[config.mk]
export PLATFORM = sky130hd
export DESIGN_NAME = mix_columns_seq
export DESIGN_NICKNAME = d
export VERILOG_FILES = /design/src/rtl/mix_columns_seq.sv
export SDC_FILE = /design/constraint.sdc
export NUM_CORES = 1
export LEC_CHECK = 0
export CAP_MARGIN = 20
export CORE_ASPECT_RATIO = 1.4
export CORE_MARGIN = 4
export CORE_UTILIZATION = 51
export CTS_CLUSTER_DIAMETER = 60
export DETAILED_ROUTE_END_ITERATION = 12
export MAX_ROUTING_LAYER = met4
export PLACE_DENSITY = 0.95
export SYNTH_ARGS = -nofsm -noshare
export SYNTH_HDL_FRONTEND = slang
export SYNTH_SLANG_ARGS = --single-unit
export TNS_END_PERCENT = 100
[constraint.sdc]
create_clock -name clk -period 9.3 [get_ports clk]
set_input_delay 2.79 -clock clk [delete_from_list [all_inputs] [get_ports clk]]
set_output_delay 2.79 -clock clk [all_outputs]
set_load 0.01 [all_outputs]
[src/rtl/mix_columns_seq.sv]
// Column-serial AES MixColumns: one 32-bit column per clock through a single
// shared GF(2^8) column multiplier, with a per-block bypass for the final round.
module mix_columns_seq (
  input  logic         clk,
  input  logic         rst,
  input  logic         in_valid,
  output logic         in_ready,
  input  logic [127:0] in_data,
  input  logic         in_last,
  output logic         out_valid,
  input  logic         out_ready,
  output logic [127:0] out_data
);

  localparam int unsigned STATE_W = 128;
  localparam int unsigned COL_W   = 32;
  localparam int unsigned BYTE_W  = 8;

  typedef enum logic [1:0] {
    S_IDLE = 2'd0,
    S_BUSY = 2'd1,
    S_DONE = 2'd2
  } fsm_t;

  fsm_t               r_fsm;
  fsm_t               w_fsm_nxt;
  logic [1:0]         r_col;
  logic [STATE_W-1:0] r_data;
  logic [STATE_W-1:0] w_data_mixed;
  logic [COL_W-1:0]   w_col_in;
  logic [COL_W-1:0]   w_col_out;
  logic [BYTE_W-1:0]  w_a0, w_a1, w_a2, w_a3;
  logic [BYTE_W-1:0]  w_x0, w_x1, w_x2, w_x3;
  logic               w_accept;

  function automatic logic [BYTE_W-1:0] xtime(input logic [BYTE_W-1:0] x);
    return {x[BYTE_W-2:0], 1'b0} ^ (x[BYTE_W-1] ? 8'h1B : 8'h00);
  endfunction

  // Column select feeding the shared multiplier
  always_comb begin
    w_col_in = r_data[127:96];
    case (r_col)
      2'd0:    w_col_in = r_data[127:96];
      2'd1:    w_col_in = r_data[95:64];
      2'd2:    w_col_in = r_data[63:32];
      default: w_col_in = r_data[31:0];
    endcase
  end

  assign w_a0 = w_col_in[31:24];
  assign w_a1 = w_col_in[23:16];
  assign w_a2 = w_col_in[15:8];
  assign w_a3 = w_col_in[7:0];

  assign w_x0 = xtime(w_a0);
  assign w_x1 = xtime(w_a1);
  assign w_x2 = xtime(w_a2);
  assign w_x3 = xtime(w_a3);

  // 3a = xtime(a) ^ a
  assign w_col_out = {
    w_x0 ^ (w_x1 ^ w_a1) ^ w_a2 ^ w_a3,
    w_a0 ^ w_x1 ^ (w_x2 ^ w_a2) ^ w_a3,
    w_a0 ^ w_a1 ^ w_x2 ^ (w_x3 ^ w_a3),
    (w_x0 ^ w_a0) ^ w_a1 ^ w_a2 ^ w_x3
  };

  always_comb begin
    w_data_mixed = r_data;
    case (r_col)
      2'd0:    w_data_mixed[127:96] = w_col_out;
      2'd1:    w_data_mixed[95:64]  = w_col_out;
      2'd2:    w_data_mixed[63:32]  = w_col_out;
      default: w_data_mixed[31:0]   = w_col_out;
    endcase
  end

  // Next-state and in_ready; in_ready never looks at in_valid
  always_comb begin
    w_fsm_nxt = r_fsm;
    in_ready  = 1'b0;
    case (r_fsm)
      S_IDLE: begin
        in_ready = 1'b1;
        if (in_valid) w_fsm_nxt = in_last ? S_DONE : S_BUSY;
      end
      S_BUSY: begin
        if (r_col == 2'd3) w_fsm_nxt = S_DONE;
      end
      S_DONE: begin
        if (out_ready) begin
          in_ready = 1'b1;
          if (in_valid) w_fsm_nxt = in_last ? S_DONE : S_BUSY;
          else          w_fsm_nxt = S_IDLE;
        end
      end
      default: w_fsm_nxt = S_IDLE;
    endcase
  end

  assign w_accept = in_valid & in_ready;

  always_ff @(posedge clk or posedge rst) begin
    if (rst) r_fsm <= S_IDLE;
    else     r_fsm <= w_fsm_nxt;
  end

  // Load on accept, otherwise rewrite one column per BUSY cycle
  always_ff @(posedge clk or posedge rst) begin
    if (rst) begin
      r_data <= '0;
      r_col  <= 2'd0;
    end else if (w_accept) begin
      r_data <= in_data;
      r_col  <= 2'd0;
    end else if (r_fsm == S_BUSY) begin
      r_data <= w_data_mixed;
      r_col  <= r_col + 2'd1;
    end
  end

  assign out_valid = (r_fsm == S_DONE);
  assign out_data  = r_data;

endmodule

# After elaboration in Yosys (flattened, before gate mapping)
# Index checks and enable logic that the tools add are counted.
# word_totals
word_cells,70
input_bits,133
out_inout_bits,130
reg_bits,132
# op_classes
eq_ne,9
bitwise_logic,21
reduce_logical,12
muxes,21
addsub,1
# op_table
operator,count
two-way mux 128 bit,2
two-way mux 32 bit,4
bitwise XOR 8 bit,16
case mux 32 bit (3 select lines),1
bitwise XOR 8 x 5 -> 8 bit,4
two-way mux 5 bit,4
two-way mux 2 bit,7
AND reduction 2 bit,4
nonzero test 2 bit,4
equality test 2 bit (second input constant),3
case mux 2 bit (3 select lines),1
equality test 2 x 1 -> 1 bit (second input constant),2
zero test 2 bit,2
!= test 2 x 1 -> 1 bit (second input constant),2
!= test 2 bit (second input constant),2
AND reduction 3 bit,1
OR reduction 3 bit,1
adder 2 x 1 -> 2 bit (second input constant),1
case mux 1 bit (2 select lines),1
bitwise AND 1 bit,1
two-way mux 1 bit,1

# Depth between registers and ports, before layout
# Gate-level depths: netlist (run 1).
# logic_depth
word_depth,11
depth_mapped,11
ltp_nobuf,8

# Worst setup path before layout (run 1)
# OpenSTA, ideal clock, no wires.
# synth_timing
path_type,in2out
startpoint,input port out_ready
endpoint,output port in_ready
path_buffers,0
t_arrival_ns,3.011
stages,2
required_ns,6.510
slack_ns,3.499
cell_sequence,nor2_1 -> nor2_1
# synth_between
elab_chain_cells,2
# synth_rtl
element,line,source
start: declaration,11,"input logic out_ready,"
two-way mux 1 bit,92,if (out_ready) begin
case mux 1 bit (2 select lines),83,case (r_fsm)
end: declaration,7,"output logic in_ready,"
# Every way passes these cells.

# Worst setup path in the final report (run 1)
# Ends and elaborated chain as after synthesis.

==> summary.md, run 1 <==
| Metric | Value |
|---|---|
| Total wire length | `30100 um` |
| Core Box Area | `0.0157 mm^2` |
| Synthesized-area fraction occupied by ao, oa, aoi and oai cells | `0.278` |
| Hold-fix buffers, CTS | `0` |
| Post-route ant nets | `0` |
| Outcome | `complete, no violations` |
| Floorplan die height | `around 160 um` |
| Top cell type by total area after synthesis | `sky130_fd_sc_hd__dfrtp_1` |
| Placed wire-length estimate after detailed placement | `21900 um` |
| Global route total overflow | `0` |
| Layout Skew | `approximately 0.013 ns` |
| Final setup viols | `0` |
| Unrepaired setup endpoints after global routing | `no` |
| Arrival time of data at the critical path endpoint | `around 4 ns` |
| Slowest cell on crit path | `sky130_fd_sc_hd__clkdlybuf4s50_1` |
| Synth-to-layout area growth | `41.0%` |
| Simple-gate share of the synthesized area | `0.0441` |
| Clock Sinks | `132` |
| Total negative slack | `0 ns` |
| Wire length of the first global-routing pass | `between 40000 and 50000 um` |
| Ports placed on the boundary | `263` |
| Routed via count | `8175` |
| Clock slew seen by the registers of the worst setup and hold paths | `0.07 ns` |
| Total number of yosys warnings | `0` |
| Slew at the pin closest to its max-slew limit | `1.15 ns` |
| Max-slew violation count | `0` |
| CTS H-tree lvls | `4` |
| Total track usage | `0.334` |
| Library cell used as clock root buffer | `sky130_fd_sc_hd__clkbuf_16` |
| Classification of the worst setup path | `in -> out` |
| Via count of the first global-routing pass | `8231` |
| Final clock period utilization by the worst path | `0.729` |
| Hold/Removal Path Class | `reg -> reg` |
| Pin count of the biggest net entering global routing | `roughly 110` |
| Effective utilization at floorplan | `0.521` |
| Number of rows created at floorplan | `54` |
| Xor/xnor cell area share of the yosys netlist | `0.223` |
| Post-CTS setup buffer count | `0` |
| Global placement routability congestion | `around 0.93` |
| Leading post-synthesis cells by cell area | `sky130_fd_sc_hd__dfrtp_1, sky130_fd_sc_hd__xnor2_1, sky130_fd_sc_hd__a22oi_1, sky130_fd_sc_hd__xor2_1, sky130_fd_sc_hd__o21ai_1` |
| Syn Std Cell Area | `0.00817 mm^2` |
| Floorplan die width | `around 110 um` |
| Cells traversed along the worst timing path | `clkdlybuf4s50_1 -> nor2_1 -> nor2_1 -> clkdlybuf4s50_1` |
| Clock buffers created by TritonCTS | `17` |
| Logic depth of the worst setup path including buffers | `4` |
| Maximum fanout along the worst path | `3` |
| Share of Yosys cell area claimed by the top area cell type | `0.404` |
| Number of DRC violations after detailed-routing iteration 0 | `around 1200` |
| CTS-repair resized insts | `0` |
| Number of vias per cell | `roughly 6.4` |
| Headroom to the max-slew limit | `0.233` |
| Die ar. | `approximately 0.018 mm^2` |
| Net count after synthesis | `989` |
| Count of endpoints failing hold in the final timing report | `0` |
| Adder-cell share of the synthesized area | `0.00765` |
| Seq cells post-synth | `about 130` |
| Number of buffers and inverters on the critical path | `2` |
| Post-route DRC | `0` |
| Number of detailed-route iterations in the first pass | `10` |
| Number of buffers on the longest clock path | `2` |
| Top cell family by delay on the critical path | `buffers and inverters` |
| Main combinational cell family by area after synthesis | `compound AO/OA/AOI/OAI gates` |
| Worst Path Required | `6.51 ns` |
| Final worst path period need | `6.78 ns` |
| Synth Area per Inst | `9.61 um^2` |
| Cell count after synthesis | `approximately 850` |
| Clock latency of the later-clocked register in the worst-skew pair | `0.42 ns` |
| Antenna violations before repair | `1` |
| TritonCTS clock tree | `done` |
| Sequential share of the synthesized area | `0.404` |
| Port buffer count | `262` |
| Mux cell area share after synthesis | `0` |
| Worst Hold Depth | `2` |
| Final #Nets | `1215` |
| Worst-case setup slack after placement | `between 2 and 3 ns` |
| Share of final-layout standard cells stronger than drive strength 1 | `0.0588` |
| Highest cell delay on the worst timing path | `about 0.48 ns` |
| Reported max-cap violation count | `0` |
| Worst slack on hold paths | `0.536 ns` |
| Wirelength per Cell | `23.4 um` |
| Final WS setup | `2.52 ns` |
| Critical Path Source Type | `input pin` |
| Maximum clock rate | `0.148 GHz` |
| Worst R2R Path Depth | `9` |
| Sort of element at the end of the critical path | `primary output` |
| Number of different library cells in the post-synthesis netlist | `28` |
-- cell families after synthesis --
| family | after synthesis |
|---|---|
| xor gates and xnor gates | 205 |
| buffers and inverters | 77 |
| DFF | 132 |
| and+or+nand+nor | 81 |
| adders and majority gates | 5 |
| AOI/OAI and AO/OA | 351 |
-- sequential cells by signal, summed over array words and instances, names as in the netlist --
register	cells
out_data	128
r_col	2
r_fsm	2
-- placed cells by master, fill, tap and decap left out, types with 2 or more instances in the layout --
cell	n
sky130_fd_sc_hd__xnor2_1	130
sky130_fd_sc_hd__buf_4	16
sky130_fd_sc_hd__nand2b_1	9
sky130_fd_sc_hd__o21bai_1	5
sky130_fd_sc_hd__a21oi_2	3
sky130_fd_sc_hd__o21ai_0	83
sky130_fd_sc_hd__ha_1	4
sky130_fd_sc_hd__clkinvlp_4	2
sky130_fd_sc_hd__a21oi_1	3
sky130_fd_sc_hd__xnor2_2	4
sky130_fd_sc_hd__nor2_1	13
sky130_fd_sc_hd__inv_6	3
sky130_fd_sc_hd__a22oi_1	127
sky130_fd_sc_hd__clkdlybuf4s50_1	262
sky130_fd_sc_hd__dfrtp_1	132
sky130_fd_sc_hd__o21ai_1	90
sky130_fd_sc_hd__nand2_1	45
sky130_fd_sc_hd__inv_1	3
sky130_fd_sc_hd__a222oi_1	32
sky130_fd_sc_hd__nor2b_1	6
sky130_fd_sc_hd__clkbuf_16	17
sky130_fd_sc_hd__o21ai_2	4
sky130_fd_sc_hd__clkinv_4	4
sky130_fd_sc_hd__diode_2	2
sky130_fd_sc_hd__xor2_1	71
sky130_fd_sc_hd__and2_1	6
sky130_fd_sc_hd__bufinv_16	4
-- cells in the mapped netlist --
master / count
sky130_fd_sc_hd__and2_1: 6
sky130_fd_sc_hd__nor3b_1: 1
sky130_fd_sc_hd__o21bai_1: 5
sky130_fd_sc_hd__o21a_1: 1
sky130_fd_sc_hd__a22oi_1: 127
sky130_fd_sc_hd__clkbuf_1: 51
sky130_fd_sc_hd__a22o_1: 1
sky130_fd_sc_hd__xnor2_2: 4
sky130_fd_sc_hd__nand2b_1: 9
sky130_fd_sc_hd__o21ai_0: 83
sky130_fd_sc_hd__dfrtp_1: 132
sky130_fd_sc_hd__xnor2_1: 130
sky130_fd_sc_hd__nand2_1: 45
sky130_fd_sc_hd__nor2_1: 14
sky130_fd_sc_hd__o21ai_1: 90
sky130_fd_sc_hd__nor2b_1: 6
sky130_fd_sc_hd__inv_1: 4
sky130_fd_sc_hd__o211ai_1: 1
sky130_fd_sc_hd__buf_4: 1
sky130_fd_sc_hd__o21ai_2: 4
sky130_fd_sc_hd__a21o_1: 1
sky130_fd_sc_hd__xor2_1: 71
sky130_fd_sc_hd__buf_2: 9
sky130_fd_sc_hd__ha_1: 5
sky130_fd_sc_hd__a21oi_1: 6
sky130_fd_sc_hd__a222oi_1: 32
sky130_fd_sc_hd__buf_1: 6
sky130_fd_sc_hd__buf_6: 6
-- routing by layer --
metal / global-route usage / vias up / wire [um]
li1: - / 3552 / -
met1: 0.417 / 3950 / 11200
met2: 0.544 / 589 / 14900
met4: 0.149 / 0 / 1280
met3: 0.0405 / 84 / 2730
met5: - / - / 0
-- stage by stage --
stage / instance area, um^2 / util / instances
3_5_place_dp: 10900 / 0.694 / 1253
6_report: 11500 / 0.735 / 1287
3_3_place_gp: 10900 / 0.692 / 1252
5_1_grt: 11500 / 0.735 / 1286
2_1_floorplan: 8170 / - / 851
4_1_cts: 11500 / 0.734 / 1284
-- area by class of cell --
class                           count  area (um^2)
Antenna cell                        2         5.00
Clock buffer                       17          425
Clock inverter                     14          201
Fill cell                        1080         4150
Inverter                            4         17.5
Multi-Input combinational cell    642         4540
Sequential cell                   132         3300
Tap cell                          196          245
Timing Repair Buffer              280         2790
-- worst paths after layout --
check / from / endpoint / slack (ns)
setup / recovery: out_ready / in_ready / 2.52
hold reg to reg: out_data[35] / out_data[35] / 0.54
setup reg to reg: r_col[0] / out_data[67] / 5.56
max in group asynchronous: rst / out_data[30] / 5.04
hold / removal: out_data[35] / out_data[35] / 0.54
min in group asynchronous: rst / out_data[40] / 2.87
-- worst register-to-register path, cell delays in order (launching register included) --
cell and delay [ns]:
sky130_fd_sc_hd__dfrtp_1 0.44, sky130_fd_sc_hd__inv_1 0.09, sky130_fd_sc_hd__ha_1 0.19, sky130_fd_sc_hd__buf_4 0.25
sky130_fd_sc_hd__a222oi_1 0.99, sky130_fd_sc_hd__xor2_1 0.23, sky130_fd_sc_hd__o21ai_1 0.63, sky130_fd_sc_hd__xnor2_2 0.16
sky130_fd_sc_hd__xnor2_1 0.49, sky130_fd_sc_hd__o21ai_1 0.15
Power of run 1 is not shown: default switching activity piles up to over one toggle a cycle in this logic, so the estimate is an artifact.
==> run 2, diff against run 1 <==
CORE_UTILIZATION = 43   (was 51)
PLACE_DENSITY = 0.86   (was 0.95)
clock period = 6.1 ns   (was 9.3 ns; I/O delays follow)
==> run 2 against run 1 <==
Sequential share of layout area shrank 0.053 points. Hold slack lost 0.042 ns. Die area grew 17%. Count of clock-buffer cells in the layout is the same. Critical endpoint unchanged.
==> summary.md, run 2 (synthesis gave the netlist of run 1 again) <==
| Metric | Value |
|---|---|
| Die ar. | `0.0213 mm^2 (+17%)` |
| Commonest non-fill, non-tap cell in the layout | `sky130_fd_sc_hd__clkdlybuf4s50_1` |
| Floorplan die height | `171 um (+8.5%)` |
| Library cell used as clock root buffer | `sky130_fd_sc_hd__clkbuf_16` |
| Hold-fix buffers, CTS | `0 (unchanged)` |
| Final worst path period need | `4.85 ns` |
| Hold/Removal Path Class | `reg -> reg` |
| Number of DRC violations after detailed-routing iteration 0 | `1044 (-15%)` |
| CTS H-tree lvls | `4 (unchanged)` |
| Critical Path Source Type | `input pin` |
| Routed via count | `7998 (-2.2%)` |
| Termination of the worst setup path | `in_ready` |
| Worst reg2reg setup slack | `2.41 ns (-3.15 ns)` |
| Effective utilization at floorplan | `0.438 (-0.0838)` |
| Total negative slack | `0 ns (unchanged)` |
| Arrival time of data at the critical path endpoint | `3.02 ns (-0.97 ns)` |
| Pin count of the biggest net entering global routing | `85 (-22%)` |
| Global placement routability congestion | `0.945 (+2.1%)` |
| Clock slew seen by the registers of the worst setup and hold paths | `0.06 ns (about the same)` |
| CTS-repair resized insts | `0 (unchanged)` |
| Worst R2R Path Depth | `9 (unchanged)` |
| Reported max-cap violation count | `0 (unchanged)` |
| Final setup viols | `0 (unchanged)` |
| Floorplan die width | `125 um (+8.3%)` |
| Wirelength per Cell | `22.5 um (-3.5%)` |
| Number of buffers on the longest clock path | `2 (unchanged)` |
| Maximum fanout along the worst path | `3 (unchanged)` |
| Sort of element at the end of the critical path | `primary output` |
| Port buffer count | `262 (unchanged)` |
| Clock Sinks | `132 (unchanged)` |
| Synth-to-layout area growth | `41.3%` |
| Final #Nets | `1218 (+0.25%)` |
| Top cell family by delay on the critical path | `buffers and inverters` |
| Unrepaired setup endpoints after global routing | `no` |
| Worst reg2reg path startpoint | `r_col[0]` |
| Number of flip-flops under the largest register name | `128 (unchanged)` |
| Antenna violations before repair | `0 (-1)` |
| Cells traversed along the worst timing path | `clkdlybuf4s50_1 -> nor2_1 -> nor2_1 -> clkdlybuf4s50_1` |
| Placed wire-length estimate after detailed placement | `22000 um (+0.54%)` |
| Number of buffers and inverters on the critical path | `2 (unchanged)` |
| Logic depth of the worst setup path including buffers | `4 (unchanged)` |
| Max-slew violation count | `0 (unchanged)` |
| Post-CTS setup buffer count | `0 (unchanged)` |
| Slew at the pin closest to its max-slew limit | `1.14 ns (-0.00916 ns)` |
| Total wire length | `30100 um (+0.14%)` |
| Classification of the worst setup path | `in -> out` |
| Worst Path Required | `4.27 ns (-2.24 ns)` |
| Area after detailed placement | `0.0110 mm^2 (+0.69%)` |
| Ports placed on the boundary | `263 (unchanged)` |
| Layout Skew | `0.0118 ns (-0.00154 ns)` |
| Highest-count cells in the layout ignoring fill and taps | `sky130_fd_sc_hd__clkdlybuf4s50_1, sky130_fd_sc_hd__dfrtp_1, sky130_fd_sc_hd__xnor2_1` |
| Number of rows created at floorplan | `59 (+9.3%)` |
| Post-route DRC | `0 (unchanged)` |
| Launch point of the worst path | `out_ready` |
| Wire length of the first global-routing pass | `45700 um (+0.17%)` |
| Post-route ant nets | `0 (unchanged)` |
| Core Box Area | `0.0187 mm^2 (+19%)` |
| Total track usage | `0.279 (-0.0543)` |
| Slowest cell on crit path | `sky130_fd_sc_hd__clkdlybuf4s50_1` |
| Post-route design area | `0.0115 mm^2 (+0.18%)` |
| Share of final-layout standard cells stronger than drive strength 1 | `0.0614 (+0.00259)` |
| Number of vias per cell | `5.99 (-5.8%)` |
| Final clock period utilization by the worst path | `0.795` |
| Count of endpoints failing hold in the final timing report | `0 (unchanged)` |
| Global route total overflow | `0 (unchanged)` |
| Outcome | `complete, no violations` |
| Headroom to the max-slew limit | `0.239 (+0.00611)` |
| Worst reg2reg path endpoint | `out_data[35]` |
| Clock latency of the later-clocked register in the worst-skew pair | `0.42 ns (about the same)` |
| Ant diodes | `0 (-2)` |
| Clock buffers created by TritonCTS | `17 (unchanged)` |
| Via count of the first global-routing pass | `7931 (-3.6%)` |
| Highest cell delay on the worst timing path | `0.55 ns (+0.07 ns)` |
| Maximum clock rate | `0.206 GHz` |
| TritonCTS clock tree | `done` |
| Number of detailed-route iterations in the first pass | `7 (-3)` |
run 2: how the worst min path moves through the flow:
| stage | endpoint | start | cells past startpoint | slack (ns) |
|---|---|---|---|---|
| floorplan | r_fsm[0] | r_fsm[1] | 1 | 0.46 |
| global placement | r_fsm[0] | r_fsm[1] | 1 | 0.48 |
| detailed placement | r_fsm[0] | r_fsm[1] | 1 | 0.49 |
| CTS | r_fsm[0] | r_fsm[1] | 1 | 0.50 |
| global route | r_fsm[0] | r_fsm[1] | 1 | 0.55 |
| finish | r_fsm[0] | r_fsm[1] | 1 | 0.49 |
run 2: final cells by class:
class / count / area [um^2]
timing repair buffer: 283 / 2800
sequential: 132 / 3300
tap: 244 / 305
multi-input combinational: 642 / 4540
clock inverter: 14 / 153
inverter: 4 / 17.5
fill: 1498 / 7130
clock buffer: 17 / 425
run 2: metal layers:
metal	vias to the layer above	share of wire	GRT usage
met5	-	0	-
met1	3895	0.40	0.353
met4	0	0.041	0.114
li1	3563	-	-
met2	464	0.49	0.450
met3	76	0.068	0.0465
run 2: metrics by stage:
step           setup slack, ns  cells  hold WS [ns]  utilization
6_report                  1.25   1336         0.494        0.618
4_1_cts                   1.24   1335         0.500        0.617
3_5_place_dp              1.24   1304         0.491        0.587
2_1_floorplan            0.744    851         0.457            -
3_3_place_gp              1.25   1304         0.478        0.587
5_1_grt                   1.17   1336         0.549        0.618
run 2: worst reg2reg max path, stage by stage, from the launching register on:
cell                       delay [ns]
sky130_fd_sc_hd__dfrtp_1         0.44
sky130_fd_sc_hd__inv_1           0.09
sky130_fd_sc_hd__ha_1            0.21
sky130_fd_sc_hd__buf_4           0.27
sky130_fd_sc_hd__a222oi_1        1.01
sky130_fd_sc_hd__xor2_1          0.20
sky130_fd_sc_hd__o21ai_1         0.66
sky130_fd_sc_hd__xnor2_2         0.16
sky130_fd_sc_hd__xnor2_1         0.39
sky130_fd_sc_hd__o21ai_0         0.13
Power of run 2 is left out for the same reason.
==> run 3, diff against run 2 <==
clock period = 4.3 ns   (was 6.1 ns; I/O delays follow)
==> run 3 against run 2 <==
Wire length barely moved. Final cell count rose by 0.90%. Worst setup slack got worse by 0.71 ns. Global-route usage rose by 0.51 points. Hold slack improved by 0.0039 ns. Sequential cell count did not move.
==> summary.md, run 3 (synthesis gave the netlist of run 1 again) <==
| Metric | Value |
|---|---|
| Outcome | `complete, no violations` |
| Number of buffers and inverters on the critical path | `2 (unchanged)` |
| Global placement routability congestion | `0.970 (+2.7%)` |
| Post-CTS setup buffer count | `0 (unchanged)` |
| Arrival time of data at the critical path endpoint | `2.47 ns (-0.55 ns)` |
| Worst Hold Depth | `1 (unchanged)` |
| Pin count of the biggest net entering global routing | `133 (+56%)` |
| Port buffer count | `262 (unchanged)` |
| Maximum fanout along the worst path | `3 (unchanged)` |
| Floorplan die width | `125 um (unchanged)` |
| Final clock period utilization by the worst path | `0.875` |
| Final worst path period need | `between 3 and 4 ns` |
| Slew at the pin closest to its max-slew limit | `1.10 ns (-0.0391 ns)` |
| Ant diodes | `0 (unchanged)` |
| Number of detailed-route iterations in the first pass | `6 (-1)` |
| Number of flip-flops under the largest register name | `128 (unchanged)` |
| CTS H-tree lvls | `4 (unchanged)` |
| Maximum clock rate | `0.266 GHz` |
| Layout Skew | `0.0200 ns (+0.00819 ns)` |
| Die ar. | `0.0213 mm^2 (unchanged)` |
| Library cell used as clock root buffer | `sky130_fd_sc_hd__clkbuf_16` |
| Core Box Area | `0.0187 mm^2 (unchanged)` |
| Synth-to-layout area growth | `43.5%` |
| Number of buffers on the longest clock path | `2 (unchanged)` |
| Clock slew seen by the registers of the worst setup and hold paths | `0.07 ns (about the same)` |
| Wirelength per Cell | `22.4 um (-0.84%)` |
| Highest-count cells in the layout ignoring fill and taps | `sky130_fd_sc_hd__clkdlybuf4s50_1, sky130_fd_sc_hd__dfrtp_1, sky130_fd_sc_hd__xnor2_1` |
| Highest cell delay on the worst timing path | `0.54 ns (about the same)` |
| Hold-fix buffers, CTS | `0 (unchanged)` |
| Total track usage | `0.285 (+0.00514)` |
| Worst R2R Path Depth | `9 (unchanged)` |
| Via count of the first global-routing pass | `8146 (+2.7%)` |
| Final setup viols | `0 (unchanged)` |
| Post-route DRC | `0 (unchanged)` |
| TritonCTS clock tree | `done` |
| Routed via count | `8010 (+0.15%)` |
| Unrepaired setup endpoints after global routing | `no` |
| Number of DRC violations after detailed-routing iteration 0 | `1176 (+13%)` |
| Total area of multi-input combinational cells | `0.00454 mm^2 (unchanged)` |
| Worst-case setup slack after placement | `0.528 ns (-0.716 ns)` |
| CTS-repair resized insts | `0 (unchanged)` |
| Global route total overflow | `0 (unchanged)` |
| Cells traversed along the worst timing path | `clkdlybuf4s50_1 -> nor2_1 -> nor2_1 -> clkdlybuf4s50_1` |
| Worst reg2reg setup slack | `0.84 ns (-1.57 ns)` |
| Clock buffers created by TritonCTS | `17 (unchanged)` |
| Reported max-cap violation count | `0 (unchanged)` |
| Classification of the worst setup path | `in -> out` |
| Number of rows created at floorplan | `59 (unchanged)` |
| Top cell family by delay on the critical path | `buffers and inverters` |
| Clock Sinks | `132 (unchanged)` |
| Floorplan die height | `171 um (unchanged)` |
| Count of endpoints failing hold in the final timing report | `0 (unchanged)` |
| Final #Nets | `1230 (+0.99%)` |
| Post-route ant nets | `0 (unchanged)` |
| Total wire length | `30100 um (about the same)` |
| Max-slew violation count | `0 (unchanged)` |
| Clock latency of the later-clocked register in the worst-skew pair | `0.43 ns (about the same)` |
| Effective utilization at floorplan | `0.438 (unchanged)` |
| Slowest cell on crit path | `sky130_fd_sc_hd__clkdlybuf4s50_1` |
| Logic depth of the worst setup path including buffers | `4 (unchanged)` |
| Commonest non-fill, non-tap cell in the layout | `sky130_fd_sc_hd__clkdlybuf4s50_1` |
| Layout fillers | `1462 (-2.4%)` |
| Share of final-layout standard cells stronger than drive strength 1 | `0.0707 (+0.00930)` |
| Ports placed on the boundary | `263 (unchanged)` |
| Sort of element at the end of the critical path | `primary output` |
| Headroom to the max-slew limit | `0.266 (+0.0261)` |
| Placed wire-length estimate after detailed placement | `22500 um (+2.2%)` |
| Sequential standard cell area | `0.00330 mm^2 (unchanged)` |
| Final WS setup | `0.538 ns (-0.713 ns)` |
| Critical Path Source Type | `input pin` |
| Total negative slack | `0 ns (unchanged)` |
| Number of vias per cell | `5.94 (-0.74%)` |
| Worst Path Required | `3.01 ns (-1.26 ns)` |
| Hold/Removal Path Class | `reg -> reg` |
| Antenna violations before repair | `0 (unchanged)` |
| Wire length of the first global-routing pass | `46300 um (+1.2%)` |
run 3: changes by cell type in the layout (fill, tap and decap cells not counted), sizes merged:
cell,before,now
inv,8,4
buf,21,33
clkinv,4,5
clkbuf,17,18
bufinv,2,4
run 3: stage by stage:
| stage | hold WS (ns) | utilization | instance area (um^2) | std cells |
|---|---|---|---|---|
| 5_1_grt | 0.540 | 0.628 | 11700 | 1348 |
| 2_1_floorplan | 0.457 | - | 8180 | 851 |
| 3_5_place_dp | 0.480 | 0.595 | 11100 | 1317 |
| 6_report | 0.498 | 0.628 | 11700 | 1348 |
| 3_3_place_gp | 0.479 | 0.595 | 11100 | 1317 |
| 4_1_cts | 0.503 | 0.628 | 11700 | 1348 |
run 3: layer usage:
layer	wire, um	track usage	up-vias
met3	2400	0.0565	80
met2	14300	0.438	496
met4	1530	0.152	0
li1	-	-	3592
met5	0	-	-
met1	11900	0.355	3842
run 3: layout make-up:
cell class / count / area share
multi-input cells: 642 / 0.387
flip-flops and latches: 132 / 0.282
repair buffers: 295 / 0.251
clock buffers: 18 / 0.0366
well taps: 244 / 0.0260
clock inverters: 13 / 0.0157
inverters: 4 / 0.00160
run 3: path summary, 6_finish.rpt:
| path | endpoint | startpoint |
|---|---|---|
| max | in_ready | out_ready |
| min | r_fsm[0] | r_fsm[1] |
| max reg2reg | out_data[109] | r_col[0] |
| min reg2reg | r_fsm[0] | r_fsm[1] |
| max in group asynchronous | out_data[59] | rst |
| min in group asynchronous | out_data[46] | rst |
run 3: worst register-to-register path: stages, from the launching register on:
cell and delay (ns):
sky130_fd_sc_hd__dfrtp_1 0.43, sky130_fd_sc_hd__inv_1 0.09, sky130_fd_sc_hd__ha_1 0.38, sky130_fd_sc_hd__buf_12 0.25
sky130_fd_sc_hd__a222oi_1 0.96, sky130_fd_sc_hd__xor2_1 0.22, sky130_fd_sc_hd__xnor2_1 0.25, sky130_fd_sc_hd__o21ai_2 0.07
sky130_fd_sc_hd__xnor2_1 0.51, sky130_fd_sc_hd__o21ai_1 0.15
Power of run 3 is left out for the same reason.
